===== src/rtl/push_debounce.sv =====
// Two-channel push-button conditioner: synchronizer, debouncer and press-pulse generator for C and AC.
// Optional auto-repeat of the press pulse while a button is held, enabled by defining PUSH_AUTOREPEAT_EN.

module push_debounce_chan #(
  parameter int DB_CYCLES     = 16,
  parameter int REPEAT_CYCLES = 64
) (
  input  logic clk,
  input  logic rst_n,
  input  logic raw,
  output logic hold,
  output logic push
);

  localparam int CW = $clog2(DB_CYCLES);
  localparam logic [CW-1:0] DB_LAST = CW'(DB_CYCLES - 1);

  logic          meta;
  logic          sync;
  logic [CW-1:0] cnt;
  logic          settle;
  logic          rise;
  logic          fall;

  // NOTE: every flop here, synchronizer included, is cleared by the async reset so no
  // stale sample or partial count survives a reset pulse.
  always_ff @(posedge clk or negedge rst_n) begin
    if (!rst_n) begin
      meta <= 1'b0;
      sync <= 1'b0;
    end else begin
      // NOTE: non-blocking assignments make meta->sync a true two-stage shift.
      meta <= raw;
      sync <= meta;
    end
  end

  // A new level is accepted only after DB_CYCLES consecutive disagreeing samples;
  // the terminal compare keeps the counter from ever wrapping.
  assign settle = (sync != hold) && (cnt == DB_LAST);
  assign rise   = settle && !hold;
  assign fall   = settle && hold;

  always_ff @(posedge clk or negedge rst_n) begin
    if (!rst_n) begin
      cnt  <= '0;
      hold <= 1'b0;
    end else if (sync == hold) begin
      cnt <= '0;
    end else if (settle) begin
      cnt  <= '0;
      hold <= !hold;
    end else begin
      cnt <= cnt + CW'(1);
    end
  end

`ifdef PUSH_AUTOREPEAT_EN
  localparam int RW = $clog2(REPEAT_CYCLES);
  localparam logic [RW-1:0] RPT_LAST = RW'(REPEAT_CYCLES - 1);

  logic [RW-1:0] rpt_cnt;
  logic          rpt_fire;

  // Counts clocks since the last pulse; a falling hold wins over a coincident repeat.
  assign rpt_fire = hold && !fall && (rpt_cnt == RPT_LAST);

  always_ff @(posedge clk or negedge rst_n) begin
    if (!rst_n) begin
      rpt_cnt <= '0;
    end else if (!hold || fall || rpt_fire) begin
      rpt_cnt <= '0;
    end else begin
      rpt_cnt <= rpt_cnt + RW'(1);
    end
  end

  always_ff @(posedge clk or negedge rst_n) begin
    if (!rst_n) push <= 1'b0;
    else        push <= rise || rpt_fire;
  end
`else
  always_ff @(posedge clk or negedge rst_n) begin
    if (!rst_n) push <= 1'b0;
    else        push <= rise;
  end
`endif

  if (DB_CYCLES < 2 || DB_CYCLES > (1 << 20)) begin : g_bad_db
    $error("push_debounce_chan: DB_CYCLES out of range");
  end
  if (REPEAT_CYCLES < 2 || REPEAT_CYCLES > (1 << 20)) begin : g_bad_rpt
    $error("push_debounce_chan: REPEAT_CYCLES out of range");
  end

endmodule

module push_debounce #(
  parameter int DB_CYCLES     = 16,
  parameter int REPEAT_CYCLES = 64
) (
  input  logic clk,
  input  logic rst_n,
  input  logic btn_c_raw,
  input  logic btn_ac_raw,
  output logic push_C,
  output logic push_AC,
  output logic hold_C,
  output logic hold_AC
);

  push_debounce_chan #(
    .DB_CYCLES     (DB_CYCLES),
    .REPEAT_CYCLES (REPEAT_CYCLES)
  ) u_chan_c (
    .clk   (clk),
    .rst_n (rst_n),
    .raw   (btn_c_raw),
    .hold  (hold_C),
    .push  (push_C)
  );

  push_debounce_chan #(
    .DB_CYCLES     (DB_CYCLES),
    .REPEAT_CYCLES (REPEAT_CYCLES)
  ) u_chan_ac (
    .clk   (clk),
    .rst_n (rst_n),
    .raw   (btn_ac_raw),
    .hold  (hold_AC),
    .push  (push_AC)
  );

endmodule


===== config.mk =====
export PLATFORM = sky130hd
export DESIGN_NAME = push_debounce
export DESIGN_NICKNAME = d
export VERILOG_FILES = /design/src/rtl/push_debounce.sv
export SDC_FILE = /design/constraint.sdc
export NUM_CORES = 1
export LEC_CHECK = 0
export ABC_AREA = 1
export BUFFER_PORTS_ARGS = -buffer_cell sky130_fd_sc_hd__buf_2
export CAP_MARGIN = 20
export CELL_PAD_IN_SITES_DETAIL_PLACEMENT = 2
export CELL_PAD_IN_SITES_GLOBAL_PLACEMENT = 2
export CORE_MARGIN = 5
export CORE_UTILIZATION = 25
export DETAILED_ROUTE_END_ITERATION = 12
export PLACE_DENSITY_LB_ADDON = 0.1
export RECOVER_POWER = 25
export SLEW_MARGIN = 20
export SYNTH_ARGS = -nofsm -noshare
export SYNTH_HDL_FRONTEND = slang
export SYNTH_SLANG_ARGS = --single-unit

===== constraint.sdc =====
create_clock -name clk -period 1.2 [get_ports clk]
set_input_delay 0.06 -clock clk [delete_from_list [all_inputs] [get_ports clk]]
set_output_delay 0.06 -clock clk [all_outputs]
set_load 0.005 [all_outputs]

==> flow_summary.json, run 1 <==
{
  "max_clock_freq_ghz": 0.9200,
  "timing.final.ws_setup_ns": 0.1131,
  "status": "completed",
  "total_power_w": 0.001001,
  "powerDensity_nw_per_um2": 1282,
  "worst-path-buf-inv": 1,
  "rsz0062_at_grt": "no",
  "crit_family": "flip-flops",
  "drt_pass1_iterations": 2,
  "grt_usage_pct": 8.461,
  "ioPinCount": 8,
  "synth_area_leaders": "dfrtp_1 62%, nand2_1 7.6%, inv_1 6.4%",
  "post-place-ws_ns": 0.1115,
  "final_common_cell": "dfrtp_1",
  "synth_cells": 66,
  "grt_max_degree": 17,
  "skew_ns": 0.0007597,
  "post_cts_buffers": 0,
  "place_area_um2": 715.7,
  "yosysSeqAreaShare_pct": 62.26,
  "ff_latch_area_um2": 400.4,
  "synth_area_um2": 643.1,
  "h-tree-depth": 1,
  "hp-class": "reg -> reg",
  "ys_ff_latch": 16,
  "die_y_um": 60.72,
  "synth_top_area_share_pct": 62.26,
  "synth_top_area_cell": "dfrtp_1",
  "cts.sinks": 16,
  "avgViaCountPerCell": 4.291,
  "fill_cells": 296,
  "ir_drop_v": 0.0006399,
  "core_um2": 2477,
  "root_buffer": "clkbuf_4",
  "syn_area_per_cell_um2": 9.744,
  "drv_cap": 0,
  "clk-insertion-delay-late_ns": 0.28,
  "drive_above_1_share_pct": 20.00,
  "mostFrequentLayoutCells": "16 x dfrtp_1, 13 x nand2_1, 11 x inv_1, 9 x nor2_1, 6 x buf_2",
  "start_util_pct": 25.96,
  "ys_warn_count": 0,
  "placedCellCount": 103,
  "start_kind": "register",
  "drt-total-wl_um": 1210,
  "ant_nets": 0,
  "final_cells": 110,
  "ys_types": 14,
  "multi_input_area_um2": 197.7,
  "grt.overflow.total": 0,
  "antenna_cells": 0,
  "worstPathMaxFanout": 4,
  "hold_violations": 0,
  "fp.dieW_um": 60.72,
  "drt_iter0_drc": 6,
  "portBuffers": 7,
  "area_growth_pct": 21.40,
  "end_kind": "register",
  "clkTransAtPathRegs_ns": 0.10,
  "slowest_delay_ns": 0.43,
  "drcViolationCount": 0,
  "p_leak_nw": 0.4239,
  "cts_tree": "built",
  "dr_total_vias": 472,
  "grt_pass1_wl_um": 2304,
  "dp_hpwl_um": 957.5,
  "setup_viol": 0,
  "arrival_ns": 1.26,
  "slowest_stage": "dfrtp_1",
  "post-route-period-util_pct": 90.58,
  "nNetsFinal": 87,
  "stdcell_area_um2": 780.7,
  "setup_tns_ns": 0,
  "wl_per_cell_um": 11.00,
  "gp_congestion": 0.6318,
  "dieArea_um2": 3687,
  "slew_viol_final": 0,
  "crit_chain": "ha_1 > nand3_2 > inv_1 > nand2_1 > o21ai_0",
  "antenna_found_initial": 0,
  "grt_pass1_vias": 528,
  "period_needed_ns": 1.087,
  "std_cell_rows": 18,
  "slew_headroom_pct": 41.33,
  "cts_buffers": 3,
  "path_class": "reg -> reg",
  "critPathRequiredTime_ns": 1.37,
  "synth_nets": 72,
  "worstMarginPinSlew_ns": 0.8800,
  "cts_buffer_depth": 2
}
==> worst paths after layout <==
kind	slack [ns]	startpoint	depth (start not counted)	to
hold reg to reg	0.36	u_chan_ac.meta	0	u_chan_ac.sync
setup reg to reg	0.11	u_chan_c.cnt[0]	5	u_chan_c.hold
hold / removal	0.36	u_chan_ac.meta	0	u_chan_ac.sync
setup / recovery	0.11	u_chan_c.cnt[0]	5	u_chan_c.hold
max in group asynchronous	0.26	rst_n	2	u_chan_ac.cnt[2]
min in group asynchronous	0.41	rst_n	2	u_chan_ac.meta
==> flip-flops by register name (all words and copies together) (netlist names) <==
signal	count
u_chan_ac.cnt	4
u_chan_ac.hold	1
u_chan_ac.meta	1
u_chan_ac.push	1
u_chan_ac.sync	1
u_chan_c.cnt	4
u_chan_c.hold	1
u_chan_c.meta	1
u_chan_c.push	1
u_chan_c.sync	1
==> metal layers <==
| layer | track usage [%] | wire length (um) | vias to the layer above |
|---|---|---|---|
| met5 | 0 | 0 | - |
| met1 | 10.88 | 576 | 238 |
| li1 | - | - | 230 |
| met2 | 13.59 | 600 | 4 |
| met4 | 3.715 | 0 | 0 |
| met3 | 1.915 | 32 | 0 |
==> per-stage QoR <==
step | hold WS [ns] | util [%]
floorplan | -0.2356 | -
CTS | 0.2190 | 31.57
detailed placement | 0.001886 | 28.89
global route | 0.3788 | 31.52
global placement | -0.001926 | 28.89
finish | 0.3582 | 31.52
==> synth_stat cells <==
master and number:
dfrtp_1 16, nand4_1 2, nor2_2 1, nor3_2 1, nor3_1 1, nand2_1 13, o21ai_0 2, inv_2 1
nand3_2 2, inv_1 11, nor2_1 9, nand3_1 4, ha_1 2, nand2_2 1
==> where the power goes <==
group	leakage, nW	switching (W)	internal [W]
Sequential	0.209	0.0000212	0.000562
Clock	0.0210	0.000173	0.000184
Combinational	0.194	0.0000343	0.0000257
==> layout make-up <==
type                       count  share of cell area, %
clock buffer                   4                  4.647
inverter                      12                  5.769
multi-input combinational     38                  25.32
sequential                    16                  51.28
tap                           30                  4.808
timing repair buffer          10                  8.173
==> kinds of logic after synthesis <==
kind of cell,share of synthesized area [%]
AND/OR/NAND/NOR,25.29
flip-flops,62.26
adder cells (fa/ha/maj),3.890
buffers and inverters,7.003
AO/OA/AOI/OAI,1.556
==> repair_timing <==
| item | 4_1_cts | 5_1_grt |
|---|---|---|
| gates resized for setup | 0 | 0 |
| hold endpoints to repair | 18 | 0 |
| hold buffers | 3 | 0 |
Power figures use the tool's default switching activity.
==> run 2: changes to the inputs <==
Clock period 1.2 ns to 0.9 ns, I/O delays scaled along.
==> run 2 against run 1 <==
Net effect: register-to-register slack lost 0.16 ns; the flow now finishes with violations (setup timing); combinational power is 120% higher; final area up 15%; routed wire length is 8.8% higher.
==> flow_summary.json, run 2 (same netlist as run 1, synthesis figures left out) <==
{
  "status": "finished with violations",
  "failed_checks": "setup timing",
  "clkTransAtPathRegs_ns": 0.10,
  "pwr-share-comb_pct": 9.3,
  "clkPwrFrac_pct": 34.3,
  "hp-class": "in -> async",
  "post-route-period-util_pct": 105.1,
  "drcViolationCount": 0,
  "hold_violations": 0,
  "slew_viol_final": 0,
  "ir_drop_v": 0.0008729,
  "critPathRequiredTime_ns": 1.09,
  "start_util_pct": 25.96,
  "gp_congestion": 0.6873,
  "area_growth_pct": 39.69,
  "grt_pass1_vias": 544,
  "path_class": "reg -> reg",
  "avgViaCountPerCell": 4.302,
  "cts.sinks": 16,
  "mostFrequentLayoutCells": "16 x dfrtp_1, 9 x nand2_1, 8 x inv_1, 8 x nor2_1",
  "switching_share_pct": 23.28,
  "switching_power_w": 0.0003222,
  "worstPathMaxFanout": 3,
  "setup_viol": 10,
  "drt_iter0_drc": 3,
  "std_cell_rows": 18,
  "cts_tree": "built",
  "cts_buffers": 3,
  "dp_hpwl_um": 1047,
  "dr_total_vias": 499,
  "drt_pass1_iterations": 2,
  "grt.overflow.total": 0,
  "utilization_pct": 36.26,
  "worstMarginPinSlew_ns": 0.3902,
  "die_y_um": 60.72,
  "place_area_um2": 750.7,
  "max_clock_freq_ghz": 1.057,
  "clk-insertion-delay-late_ns": 0.28,
  "ant_nets": 0,
  "cts_buffer_depth": 2,
  "p_int_w": 0.001062,
  "nNetsFinal": 93,
  "arrival_ns": 1.13,
  "timing.final.ws_setup_ns": -0.04624,
  "post-place-ws_ns": -0.05773,
  "skew_ns": 0.004430,
  "pwr-share-seq_pct": 56.4,
  "wl_per_cell_um": 11.35,
  "reg2reg_depth": 5,
  "root_buffer": "clkbuf_4",
  "antenna_found_initial": 0,
  "setup_tns_ns": -0.2926,
  "total_power_w": 0.001384,
  "antenna_cells": 0,
  "drt-total-wl_um": 1317,
  "portBuffers": 7,
  "grt_pass1_wl_um": 2373,
  "top_regs": "u_chan_ac.cnt x4, u_chan_c.cnt x4",
  "stdcell_area_um2": 898.4,
  "slew_headroom_pct": 73.99,
  "rsz0062_at_grt": "yes",
  "grt_usage_pct": 8.791,
  "h-tree-depth": 1,
  "ioPinCount": 8,
  "end_kind": "register",
  "fill_cells": 292,
  "dieArea_um2": 3687,
  "period_needed_ns": 0.9462,
  "drive_above_1_share_pct": 41.86,
  "grt_max_degree": 17,
  "p_leak_nw": 0.4655,
  "final_common_cell": "dfrtp_1",
  "powerDensity_nw_per_um2": 1541,
  "drv_cap": 0,
  "start_kind": "register",
  "core_um2": 2477,
  "fp.dieW_um": 60.72
}
run 2: cell count changes in the layout (fill, tap and decap cells not counted), moves of 2 or more:
| cell | delta |
|---|---|
| ha_4 | +2 |
| inv_2 | +2 |
| inv_1 | -3 |
| nand2_1 | -4 |
| buf_4 | +6 |
| o21ai_0 | -2 |
| nand2_2 | +3 |
| ha_1 | -2 |
run 2: final cells by class:
class                           count  area, um^2  share of cell area [%]
Inverter                           12       47.55                   5.292
Timing Repair Buffer               16       110.1                   12.26
Clock buffer                        4       36.28                   4.039
Sequential cell                    16       400.4                   44.57
Tap cell                           30       37.54                   4.178
Multi-Input combinational cell     38       266.5                   29.67
run 2: path summary, 6_finish.rpt:
path	slack, ns	from	endpoint
max in group asynchronous	0.42	rst_n	u_chan_c.cnt[0]
min in group clk	0.36	u_chan_c.meta	u_chan_c.sync
worst min-delay path	0.20	rst_n	u_chan_ac.meta
worst max-delay path	-0.05	u_chan_ac.cnt[1]	u_chan_ac.hold
worst min register to register	0.36	u_chan_c.meta	u_chan_c.sync
worst max register to register	-0.05	u_chan_ac.cnt[1]	u_chan_ac.hold
run 2: timing repair:
item	CTS	global route
endpoints found under the setup margin	13	13
setup buffers	1	1
pin swaps	6	3
hold buffers	3	0
resized for setup	7	9
endpoints found under the hold margin	18	0
run 2: routing by layer:
| layer | up-vias | track usage, % | share of wire [%] |
|---|---|---|---|
| met5 | - | 0 | 0 |
| met4 | 0 | 4.644 | 0 |
| met3 | 0 | 1.915 | 2.6 |
| met2 | 4 | 13.74 | 52 |
| met1 | 251 | 11.36 | 45 |
| li1 | 244 | - | - |
run 2: per-stage QoR:
step                      hold WS (ns)  std cells
after detailed placement      -0.01794        107
after global routing            0.2454        116
after CTS                       0.1917        115
final                           0.2008        116
after global placement        -0.01847        107
after floorplan                -0.2506         66
run 2: power by group through the flow:
| stage | Sequential [W] | Clock [W] | Combinational (W) |
|---|---|---|---|
| after floorplan | 0.000785 | 0 | 0.0000451 |
| after global placement | 0.000786 | 0 | 0.000103 |
| after detailed placement | 0.000787 | 0 | 0.000106 |
| after CTS | 0.000778 | 0.000507 | 0.000125 |
| after global routing | 0.000786 | 0.000528 | 0.000152 |
| final | 0.000780 | 0.000475 | 0.000129 |
run 2: worst max-delay path, cell delays in order, from the launching register on:
cell     delay (ns)
dfrtp_1        0.43
ha_4           0.19
nand3_4        0.07
inv_4          0.05
nand2_4        0.07
o21ai_2        0.05
